`config.mk`:
```
export PLATFORM = sky130hd
export DESIGN_NAME = bnn_vote_accum
export DESIGN_NICKNAME = d
export VERILOG_FILES = /design/src/rtl/bnn_vote_accum.sv
export SDC_FILE = /design/constraint.sdc
export NUM_CORES = 1
export LEC_CHECK = 0
export BUFFER_PORTS_ARGS = -buffer_cell sky130_fd_sc_hd__buf_2
export CAP_MARGIN = 20
export CELL_PAD_IN_SITES_DETAIL_PLACEMENT = 2
export CELL_PAD_IN_SITES_GLOBAL_PLACEMENT = 2
export CORE_MARGIN = 10
export CORE_UTILIZATION = 42
export CTS_CLUSTER_SIZE = 24
export DETAILED_ROUTE_END_ITERATION = 10
export PLACE_DENSITY_LB_ADDON = 0.1
export SYNTH_ARGS = -nofsm -noshare
export SYNTH_HDL_FRONTEND = slang
export SYNTH_SLANG_ARGS = --single-unit
```
`constraint.sdc`:
```
create_clock -name clk -period 15.25 [get_ports clk]
set_input_delay 3.05 -clock clk [delete_from_list [all_inputs] [get_ports clk]]
set_output_delay 3.05 -clock clk [all_outputs]
set_load 0.02 [all_outputs]
```
`src/rtl/bnn_vote_accum.sv`:
```
// Windowed per-class vote accumulator with argmax/tie resolution behind valid/ready handshakes.
// Optional majority early exit is enabled by defining BNN_VOTE_EARLY_EXIT_EN.
module bnn_vote_accum #(
  parameter int unsigned NUM_CLASSES = 4,
  parameter int unsigned CNT_W       = 8,
  parameter int unsigned WINDOW      = 16
) (
  input  logic                                                   clk,
  input  logic                                                   reset,
  input  logic                                                   start,
  input  logic                                                   in_valid,
  output logic                                                   in_ready,
  input  logic [NUM_CLASSES-1:0]                                 in_class,
  output logic                                                   out_valid,
  input  logic                                                   out_ready,
  output logic [(NUM_CLASSES > 1 ? $clog2(NUM_CLASSES) : 1)-1:0] out_class,
  output logic [CNT_W-1:0]                                       out_count,
  output logic                                                   out_tie,
  output logic                                                   busy
);

  localparam int unsigned CLS_W  = (NUM_CLASSES > 1) ? $clog2(NUM_CLASSES) : 1;
  localparam int unsigned SCNT_W = $clog2(WINDOW + 1);

  typedef enum logic [1:0] {
    S_IDLE,
    S_ACCUM,
    S_RESOLVE,
    S_RESULT
  } state_e;

  state_e                              state_q, state_d;
  logic [NUM_CLASSES-1:0][CNT_W-1:0]   cnt_q, cnt_d;
  logic [SCNT_W-1:0]                   scnt_q, scnt_d;
  logic [SCNT_W-1:0]                   scnt_inc;
  logic                                out_valid_q, out_valid_d;
  logic [CLS_W-1:0]                    out_class_q, out_class_d;
  logic [CNT_W-1:0]                    out_count_q, out_count_d;
  logic                                out_tie_q, out_tie_d;
  logic [CLS_W-1:0]                    best_idx;
  logic [CNT_W-1:0]                    best_cnt;
  logic                                best_tie;
  logic                                hs;
  logic                                window_done;

  assign in_ready = (state_q == S_ACCUM) && !start;
  assign hs       = in_valid && in_ready;
  assign scnt_inc = scnt_q + SCNT_W'(1);

`ifdef BNN_VOTE_EARLY_EXIT_EN
  localparam logic [CNT_W-1:0] THRESH = CNT_W'(WINDOW / 2 + 1);
  logic majority;

  // A class hitting strict majority on this handshake settles the window early.
  always_comb begin
    majority = 1'b0;
    for (int i = 0; i < int'(NUM_CLASSES); i++) begin
      if (in_class[i] && ((cnt_q[i] + CNT_W'(1)) == THRESH)) majority = 1'b1;
    end
  end

  assign window_done = (scnt_inc == SCNT_W'(WINDOW)) || majority;
`else
  assign window_done = (scnt_inc == SCNT_W'(WINDOW));
`endif

  // Argmax with lowest index winning equal counts; tie flags any other class at the max.
  always_comb begin
    best_idx = '0;
    best_cnt = cnt_q[0];
    for (int i = 1; i < int'(NUM_CLASSES); i++) begin
      if (cnt_q[i] > best_cnt) begin
        best_idx = CLS_W'(i);
        best_cnt = cnt_q[i];
      end
    end
    best_tie = 1'b0;
    for (int i = 0; i < int'(NUM_CLASSES); i++) begin
      if ((CLS_W'(i) != best_idx) && (cnt_q[i] == best_cnt)) best_tie = 1'b1;
    end
  end

  always_comb begin
    state_d     = state_q;
    cnt_d       = cnt_q;
    scnt_d      = scnt_q;
    out_valid_d = out_valid_q;
    out_class_d = out_class_q;
    out_count_d = out_count_q;
    out_tie_d   = out_tie_q;
    unique case (state_q)
      S_IDLE: begin
        if (start) begin
          state_d = S_ACCUM;
          cnt_d   = '0;
          scnt_d  = '0;
        end
      end
      S_ACCUM: begin
        if (start) begin
          cnt_d  = '0;
          scnt_d = '0;
        end else if (hs) begin
          for (int i = 0; i < int'(NUM_CLASSES); i++) begin
            cnt_d[i] = cnt_q[i] + CNT_W'(in_class[i]);
          end
          scnt_d = scnt_inc;
          if (window_done) state_d = S_RESOLVE;
        end
      end
      S_RESOLVE: begin
        out_valid_d = 1'b1;
        out_class_d = best_idx;
        out_count_d = best_cnt;
        out_tie_d   = best_tie;
        state_d     = S_RESULT;
      end
      S_RESULT: begin
        if (out_ready) begin
          out_valid_d = 1'b0;
          state_d     = S_IDLE;
        end
      end
      default: state_d = S_IDLE;
    endcase
  end

  always_ff @(posedge clk or posedge reset) begin
    if (reset) begin
      state_q     <= S_IDLE;
      cnt_q       <= '0;
      scnt_q      <= '0;
      out_valid_q <= 1'b0;
      out_class_q <= '0;
      out_count_q <= '0;
      out_tie_q   <= 1'b0;
    end else begin
      state_q     <= state_d;
      cnt_q       <= cnt_d;
      scnt_q      <= scnt_d;
      out_valid_q <= out_valid_d;
      out_class_q <= out_class_d;
      out_count_q <= out_count_d;
      out_tie_q   <= out_tie_d;
    end
  end

  assign out_valid = out_valid_q;
  assign out_class = out_class_q;
  assign out_count = out_count_q;
  assign out_tie   = out_tie_q;
  assign busy      = (state_q != S_IDLE);

endmodule

```
==> results of run 1 <==
==> flip-flops by register name, summed over array words and instances (netlist names) <==
name,cells
out_class,2
out_tie,1
scnt_q,5
out_valid,1
cnt_q,32
out_count,8
state_q,2
==> cells in the final DEF (no fill, tap or decap), types with 3 or more instances in the layout <==
cell       instances
o211ai_1           3
clkbuf_8           6
a21oi_1           35
and2_1             3
a22o_1             5
nor2_1            43
nor3_1            14
nand3_1            7
mux2i_1            6
nand4_1           13
ha_1              37
buf_2             22
a21o_1             6
o21ai_0           20
or2_2              3
nand2_1           37
o2111ai_1          3
dfrtp_1           51
mux2_2             6
o31ai_1            4
inv_1             22
or4_1              3
o21a_1             6
xor2_1            17
xnor2_1           31
or3_1              9
and3_1             8
nor2b_1            3
a21boi_1           3
==> through the flow <==
| step | util | cell area (um^2) | std cells | hold WS [ns] |
|---|---|---|---|---|
| floorplan | - | 4133 | 473 | 0.4862 |
| global placement | 0.4466 | 4325 | 606 | 0.4922 |
| detailed placement | 0.4466 | 4325 | 606 | 0.5018 |
| CTS | 0.4592 | 4447 | 614 | 0.5281 |
| global route | 0.4620 | 4474 | 615 | 0.5617 |
| finish | 0.4620 | 4474 | 615 | 0.5230 |
==> routing by layer <==
layer,up-vias,GRT usage,wire [um]
met5,-,0,0
met4,0,0.03588,120
met2,51,0.3655,7345
li1,1714,-,-
met3,8,0.02315,431
met1,1904,0.2467,6122
==> cell type report <==
class	count	area share
well taps	133	0.03719
flip-flops and latches	51	0.2852
clock inverters	2	0.008669
repair buffers	25	0.03412
clock buffers	6	0.01846
multi-input cells	375	0.5970
inverters	23	0.01930
==> cells in the mapped netlist, types with 3 or more instances <==
cell	count
o211ai_1	3
or2_2	3
nor2b_1	3
xnor2_1	31
or4_1	3
inv_1	23
a21o_1	6
a21boi_1	3
nand4_1	13
o2111ai_1	3
dfrtp_1	51
and2_1	3
xor2_1	17
nor3_1	14
mux2i_1	6
a21oi_1	35
a22o_1	5
mux2_2	6
and3_1	8
or3_1	9
ha_1	37
nand3_1	7
nor2_1	43
o31ai_1	4
clkbuf_1	22
o21ai_0	20
nand2_1	37
o21a_1	6
==> path summary, 6_finish.rpt <==
path / endpoint / cells after the start / slack, ns / start
setup / recovery: out_tie$_DFFE_PP0P_ / 25 / 7.18 / cnt_q[1]$_DFFE_PP0P_
hold / removal: out_count[5]$_DFFE_PP0P_ / 2 / 0.52 / out_count[5]$_DFFE_PP0P_
setup reg to reg: out_tie$_DFFE_PP0P_ / 25 / 7.18 / cnt_q[1]$_DFFE_PP0P_
hold reg to reg: out_count[5]$_DFFE_PP0P_ / 2 / 0.52 / out_count[5]$_DFFE_PP0P_
max in group asynchronous: cnt_q[6]$_DFFE_PP0P_ / 3 / 11.89 / reset
min in group asynchronous: out_valid$_DFFE_PP0P_ / 3 / 2.90 / reset
==> cells by family (layout without fill, tap and decap cells) <==
family                     after synthesis  after routing
AOI/OAI and AO/OA                      119            119
muxes                                   14             14
xor gates and xnor gates                48             48
buffers and inverters                   47             56
adders and majority gates               37             37
DFF                                     51             51
and+or+nand+nor                        157            157
==> worst min-delay path: cells and delay by family, from the launching register on <==
kind / cells / cell delay, ns
AND/OR/NAND/NOR: 2 / 0.13
flip-flops: 1 / 0.36
==> qor.yml, run 1 <==
grt_usage: 0.1997
n_fill_cell: 1091
drtPass1Iterations: 4
num_rows: 36
initial_core_util: 0.4267
drc: 0
die_y_um: 119.2
synthTopCellsByArea: "dfrtp_1 31%, ha_1 11%, xnor2_1 6.6%"
port_buffers: 22
diodes: 0
htree_levels: 2
synth_cells: 473
cp_top_family: "compound AO/OA/AOI/OAI gates"
hold_buffers: 0
ys_types: 66
fin_worst_skew_ns: 0.01039
fin_tns_setup_ns: 0
status: "finished, final reports clean"
ys_warn_count: 0
max_cap_violations: 0
start_kind: "flip-flop"
synth_flop_cell: "dfrtp_1"
regArea_um2: 1276
relSlewSlack: 0.3772
cp.arrival_ns: 8.33
cp_max_fo: 26
area_growth_syn_to_layout_pct: 8.265
worst_slew_pin_slew_ns: 0.9342
hpwlAfterDp_um: 10540
critPathKind: "reg -> reg"
place_congestion: 0.8568
synth-simple-area-share: 0.1953
critPathCaptureType: "flip-flop"
slowest_delay_ns: 0.83
routedWlPerCell_um: 22.80
cts_buffers: 5
crit_buf_inv: 1
drt_wl_total_um: 14020
dieWidth_um: 119.2
grt_max_degree: 52
die-area_um2: 14210
synth_edf_count: 0
syn-num-nets: 519
clk_latency_ns: 0.33
ant_nets: 0
seq_area_frac_synth: 0.3088
cts_resized: 0
post-route-min-period_ns: 8.068
synth_top_cell_by_area: "dfrtp_1"
post_cts_buffers: 0
crit_required_ns: 15.51
antenna_found_initial: 0
synth_top_area_share: 0.3088
setup_viol: 0
rsz0062_at_grt: "no"
synthAdderAreaFrac: 0.1120
synthXorXnorAreaFrac: 0.1017
num_vias: 3677
setup_ws_ns: 7.182
grt_pass1_vias: 4064
cts_sinks: 51
vias_per_cell: 5.979
cp_slowest_cell: "o31ai_1"
syn-cell-area_um2: 4133
grt_overflow_total: 0
cts_buffer_depth: 2
crit_path_frequent_cell: "ha_1"
pin_count: 23
layout-drive-gt1-share: 0.1203
muxShareOfSynthArea: 0.03754
holdCritPathClass: "reg -> reg"
fin_crit_sh: 0.5291
root_buffer: "clkbuf_8"
core-area_um2: 9684
fmax_mhz: 123.9
async_flop_share: 1.000
grt_pass1_wl_um: 22800
multi_input_area_um2: 2671
path_clk_slew_ns: 0.10
preCtsSetupSlack_ns: 7.308
avgSynthCellArea_um2: 8.737
hold_viol: 0
synth-seq-cells: 51
tritoncts: "yes"
synth_top_family_by_area: "compound AO/OA/AOI/OAI gates"
slew_viol_final: 0
drt_iter0_markers: 216
synth-compound-area-share: 0.1998
fin_nets: 527
Power of run 1 is not shown: default switching activity piles up to over one toggle a cycle in this logic, so the estimate is an artifact.
==> run 2: changes to the inputs <==
Settings changed: CORE_UTILIZATION 42 to 39.
Clock period 15.25 ns to 8.35 ns, I/O delays scaled along.
==> qor.yml, run 2 (synthesis results as in run 1) <==
status: "finished, final reports clean"
worst_slew_pin_slew_ns: 0.7979  # -0.1363 ns
ant_nets: 0  # unchanged
worst-path-stages: 26  # +4.0%
htree_levels: 2  # unchanged
crit_buf_inv: 1  # unchanged
slowest_delay_ns: 0.70  # -0.13 ns
critPathLaunch: "cnt_q[1]$_DFFE_PP0P_"
port_buffers: 22  # unchanged
grt_max_degree: 52  # unchanged
pin_count: 23  # unchanged
fmax_mhz: 129.3  # +4.4%
setup_viol: 0  # unchanged
post-route-min-period_ns: 7.732  # -0.3365 ns
slew_viol_final: 0  # unchanged
root_buffer: "clkbuf_8"
clk_latency_ns: 0.32  # about the same
start_kind: "flip-flop"
fin_tns_setup_ns: 0  # unchanged
crit_required_ns: 8.55  # -6.96 ns
routedWlPerCell_um: 23.05  # +1.1%
diodes: 0  # unchanged
r2r_slack_ns: 0.62  # -6.56 ns
regMostFlops: "cnt_q"
grt_usage: 0.1959  # -0.003837
place_congestion: 0.9220  # +7.6%
die-area_um2: 15110  # +6.4%
grt_pass1_wl_um: 23320  # +2.3%
max_cap_violations: 0  # unchanged
critPathKind: "reg -> reg"
drtPass1Iterations: 4  # unchanged
fin_worst_skew_ns: 0.006159  # -0.004229 ns
grt_overflow_total: 0  # unchanged
layout-drive-gt1-share: 0.1224  # +0.002075
antenna_found_initial: 0  # unchanged
drc: 0  # unchanged
drt_iter0_markers: 247  # +14%
reg2reg_depth: 26  # +4.0%
cp_slowest_cell: "a21oi_1"
critPathCaptureType: "flip-flop"
fin_nets: 527  # unchanged
cts_buffers: 5  # unchanged
cp-endpoint: "out_tie$_DFFE_PP0P_"
largest_reg_flops: 32  # unchanged
hpwlAfterDp_um: 10920  # +3.5%
relSlewSlack: 0.4681  # +0.09084
hold_viol: 0  # unchanged
holdCritPathClass: "reg -> reg"
num_vias: 3634  # -1.2%
cts_sinks: 51  # unchanged
cp.arrival_ns: 7.93  # -0.40 ns
grt_pass1_vias: 4017  # -1.2%
num_rows: 37  # +2.8%
layout_commonest_cell: "dfrtp_1"
cts_buffer_depth: 2  # unchanged
r2r_end: "out_tie$_DFFE_PP0P_"
mostFrequentLayoutCells: "51 x dfrtp_1, 43 x nor2_1, 37 x nand2_1, 37 x ha_1, 35 x a21oi_1"
path_clk_slew_ns: 0.10  # about the same
fin_crit_sh: 0.9260  # +0.3969
die_y_um: 122.9  # +3.1%
hold_buffers: 0  # unchanged
n_fill_cell: 1175  # +7.7%
r2r_start: "cnt_q[1]$_DFFE_PP0P_"
cts_resized: 0  # unchanged
post_cts_buffers: 0  # unchanged
initial_core_util: 0.4003  # -0.02643
drt_wl_total_um: 14240  # +1.6%
dieWidth_um: 122.9  # +3.1%
rsz0062_at_grt: "no"
cp_max_fo: 26  # unchanged
cp_top_family: "compound AO/OA/AOI/OAI gates"
vias_per_cell: 5.880  # -1.6%
tritoncts: "yes"
area_growth_syn_to_layout_pct: 7.872
core-area_um2: 10320  # +6.6%
run 2: changes by cell type in the layout (fill, tap and decap cells not counted), sizes merged:
cell and change:
inv -1, clkinv +1, clkbuf +1, bufinv -1
run 2: per-stage QoR:
step	utilization	worst slack, ns	cells	hold WS, ns	area [um^2]
2_1_floorplan	-	1.939	473	0.4862	4133
3_3_place_gp	0.4193	0.7192	609	0.4911	4329
3_5_place_dp	0.4193	0.4683	609	0.5109	4329
4_1_cts	0.4286	0.3692	617	0.5362	4424
5_1_grt	0.4318	0.1741	618	0.5536	4458
6_report	0.4318	0.6181	618	0.5292	4458
run 2: worst min path at each step:
stage | startpoint | to | slack [ns] | depth (start not counted)
floorplan | scnt_q[2]$_DFFE_PP0P_ | scnt_q[2]$_DFFE_PP0P_ | 0.49 | 1
global placement | out_count[0]$_DFFE_PP0P_ | out_count[0]$_DFFE_PP0P_ | 0.49 | 2
detailed placement | out_count[4]$_DFFE_PP0P_ | out_count[4]$_DFFE_PP0P_ | 0.51 | 1
CTS | out_count[3]$_DFFE_PP0P_ | out_count[3]$_DFFE_PP0P_ | 0.54 | 2
global route | out_count[4]$_DFFE_PP0P_ | out_count[4]$_DFFE_PP0P_ | 0.55 | 1
finish | out_count[4]$_DFFE_PP0P_ | out_count[4]$_DFFE_PP0P_ | 0.53 | 1
run 2: area by class of cell:
type / count / area (um^2) / area share
multi-input cells: 375 / 2678 / 0.6006
inverters: 23 / 86.33 / 0.01937
repair buffers: 25 / 152.6 / 0.03424
flip-flops and latches: 51 / 1276 / 0.2863
clock inverters: 1 / 8.758 / 0.001965
clock buffers: 7 / 86.33 / 0.01937
well taps: 136 / 170.2 / 0.03817
run 2: metal layers:
layer | track usage | share of wire | wire (um)
met3 | 0.02416 | 0.027 | 388
met4 | 0.05155 | 0.014 | 206
met2 | 0.3427 | 0.52 | 7373
met1 | 0.2488 | 0.44 | 6275
met5 | 0 | 0 | 0
Power of run 2 is left out for the same reason.
==> run 3: changes to the inputs <==
Settings changed: CELL_PAD_IN_SITES_DETAIL_PLACEMENT 2 to 1, CELL_PAD_IN_SITES_GLOBAL_PLACEMENT 2 to 1, CORE_UTILIZATION 39 to 48, GPL_TIMING_DRIVEN from default to 0, MAX_ROUTING_LAYER from default to met4.
==> qor.yml, run 3 (synthesis results as in run 1) <==
htree_levels: 2  # unchanged
crit_path_frequent_cell: "a21oi_1"
largest_reg_flops: 32  # unchanged
drtPass1Iterations: 5  # +1
regMostFlops: "cnt_q"
drt_iter0_markers: 214  # -13%
ant_nets: 0  # unchanged
layout_commonest_cell: "dfrtp_1"
relSlewSlack: 0.4042  # -0.06382
worst_slew_pin_slew_ns: 0.8861  # +0.08815 ns
holdCritPathClass: "reg -> reg"
critPathKind: "reg -> reg"
hold_buffers: 0  # unchanged
root_buffer: "clkbuf_8"
placed_cell_area_um2: 4394  # +1.5%
wl_met3_um: 663  # +71%
grt_max_degree: 30  # -42%
cts_buffer_depth: 2  # unchanged
vias_per_cell: 6.270  # +6.6%
rsz0062_at_grt: "no"
preCtsSetupSlack_ns: 0.5145  # +0.04624 ns
post_cts_buffers: 0  # unchanged
antenna_found_initial: 0  # unchanged
die_y_um: 112.8  # -8.3%
wl_met1_um: 5467  # -13%
grt_overflow_total: 0  # unchanged
grt_pass1_wl_um: 21990  # -5.7%
initial_core_util: 0.4980  # +0.09765
fin_nets: 549  # +4.2%
drc: 0  # unchanged
setup_viol: 0  # unchanged
cp.arrival_ns: 8.26  # +0.33 ns
port_buffers: 22  # unchanged
hold_viol: 0  # unchanged
critPathCaptureType: "flip-flop"
grt_usage: 0.2169  # +0.02100
setup_ws_ns: 0.3386  # -0.2794 ns
slowest_delay_ns: 0.62  # -0.08 ns
start_kind: "flip-flop"
place_congestion: 0.8681  # -5.8%
slew_viol_final: 0  # unchanged
fmax_mhz: 124.8  # -3.5%
pin_count: 23  # unchanged
fin_crit_sh: 0.9594  # +0.03347
routedWlPerCell_um: 21.95  # -4.8%
die-area_um2: 12720  # -16%
grt_pass1_vias: 4197  # +4.5%
highest_layer: "met4"
path_clk_slew_ns: 0.10  # about the same
cp_max_fo: 10  # -62%
cts_sinks: 51  # unchanged
num_rows: 33  # -11%
dieWidth_um: 112.8  # -8.3%
status: "finished, final reports clean"
clk_latency_ns: 0.32  # about the same
cts_resized: 0  # unchanged
layout-drive-gt1-share: 0.1153  # -0.007098
cts_buffers: 5  # unchanged
mostFrequentLayoutCells: "51 x dfrtp_1, 43 x nor2_1, 37 x nand2_1, 37 x ha_1, 35 x a21oi_1"
crit_required_ns: 8.59  # +0.04 ns
num_vias: 3812  # +4.9%
drt_wl_total_um: 13350  # -6.3%
core-area_um2: 8299  # -20%
fin_tns_setup_ns: 0  # unchanged
tritoncts: "yes"
post-route-min-period_ns: 8.011  # +0.2794 ns
finalInstanceArea_um2: 4489  # +0.70%
cp_slowest_cell: "o31ai_1"
hpwlAfterDp_um: 10480  # -4.0%
max_cap_violations: 0  # unchanged
area_growth_syn_to_layout_pct: 8.629
routed-wl-met2_um: 6774  # -8.1%
diodes: 0  # unchanged
fin_worst_skew_ns: 0.008087  # +0.001928 ns
run 3: final cells by class:
type	instances	area, um^2
timing repair buffer	23	130.1
multi-input combinational	375	2675
inverter	23	86.33
clock buffer	6	82.58
buffer	24	98.84
sequential	51	1276
fill	1032	3810
clock inverter	1	8.758
tap	105	131.4
run 3: layer usage:
layer | vias to the layer above | global-route usage
met5 | - | -
met4 | 0 | 0.07530
met3 | 42 | 0.02483
met2 | 125 | 0.3737
met1 | 1891 | 0.2554
li1 | 1754 | -
run 3: critical path, delay by kind of cell (launching register included):
| kind | cells | cell delay, ns |
|---|---|---|
| flops | 1 | 0.33 |
| mux | 1 | 0.32 |
| simple gates | 7 | 2.12 |
| xor+xnor | 1 | 0.19 |
| buf+inv | 5 | 0.93 |
| fa+ha+maj | 3 | 0.95 |
| compound gates | 11 | 3.08 |
run 3: metrics by stage:
stage,cells,hold WS [ns],utilization
after floorplan,473,0.4862,-
after global placement,600,0.4877,0.5271
after detailed placement,601,0.4993,0.5295
after CTS,608,0.5238,0.5405
after global routing,608,0.5672,0.5409
final,608,0.5211,0.5409
run 3: path summary, 6_finish.rpt:
kind	start	to	slack, ns	depth (start not counted)
max	cnt_q[3]$_DFFE_PP0P_	out_tie$_DFFE_PP0P_	0.34	28
min	out_count[4]$_DFFE_PP0P_	out_count[4]$_DFFE_PP0P_	0.52	1
max reg2reg	cnt_q[3]$_DFFE_PP0P_	out_tie$_DFFE_PP0P_	0.34	28
min reg2reg	out_count[4]$_DFFE_PP0P_	out_count[4]$_DFFE_PP0P_	0.52	1
max in group asynchronous	reset	cnt_q[7]$_DFFE_PP0P_	6.42	3
min in group asynchronous	reset	out_class[0]$_DFFE_PP0P_	1.38	2
Power of run 3 is left out for the same reason.
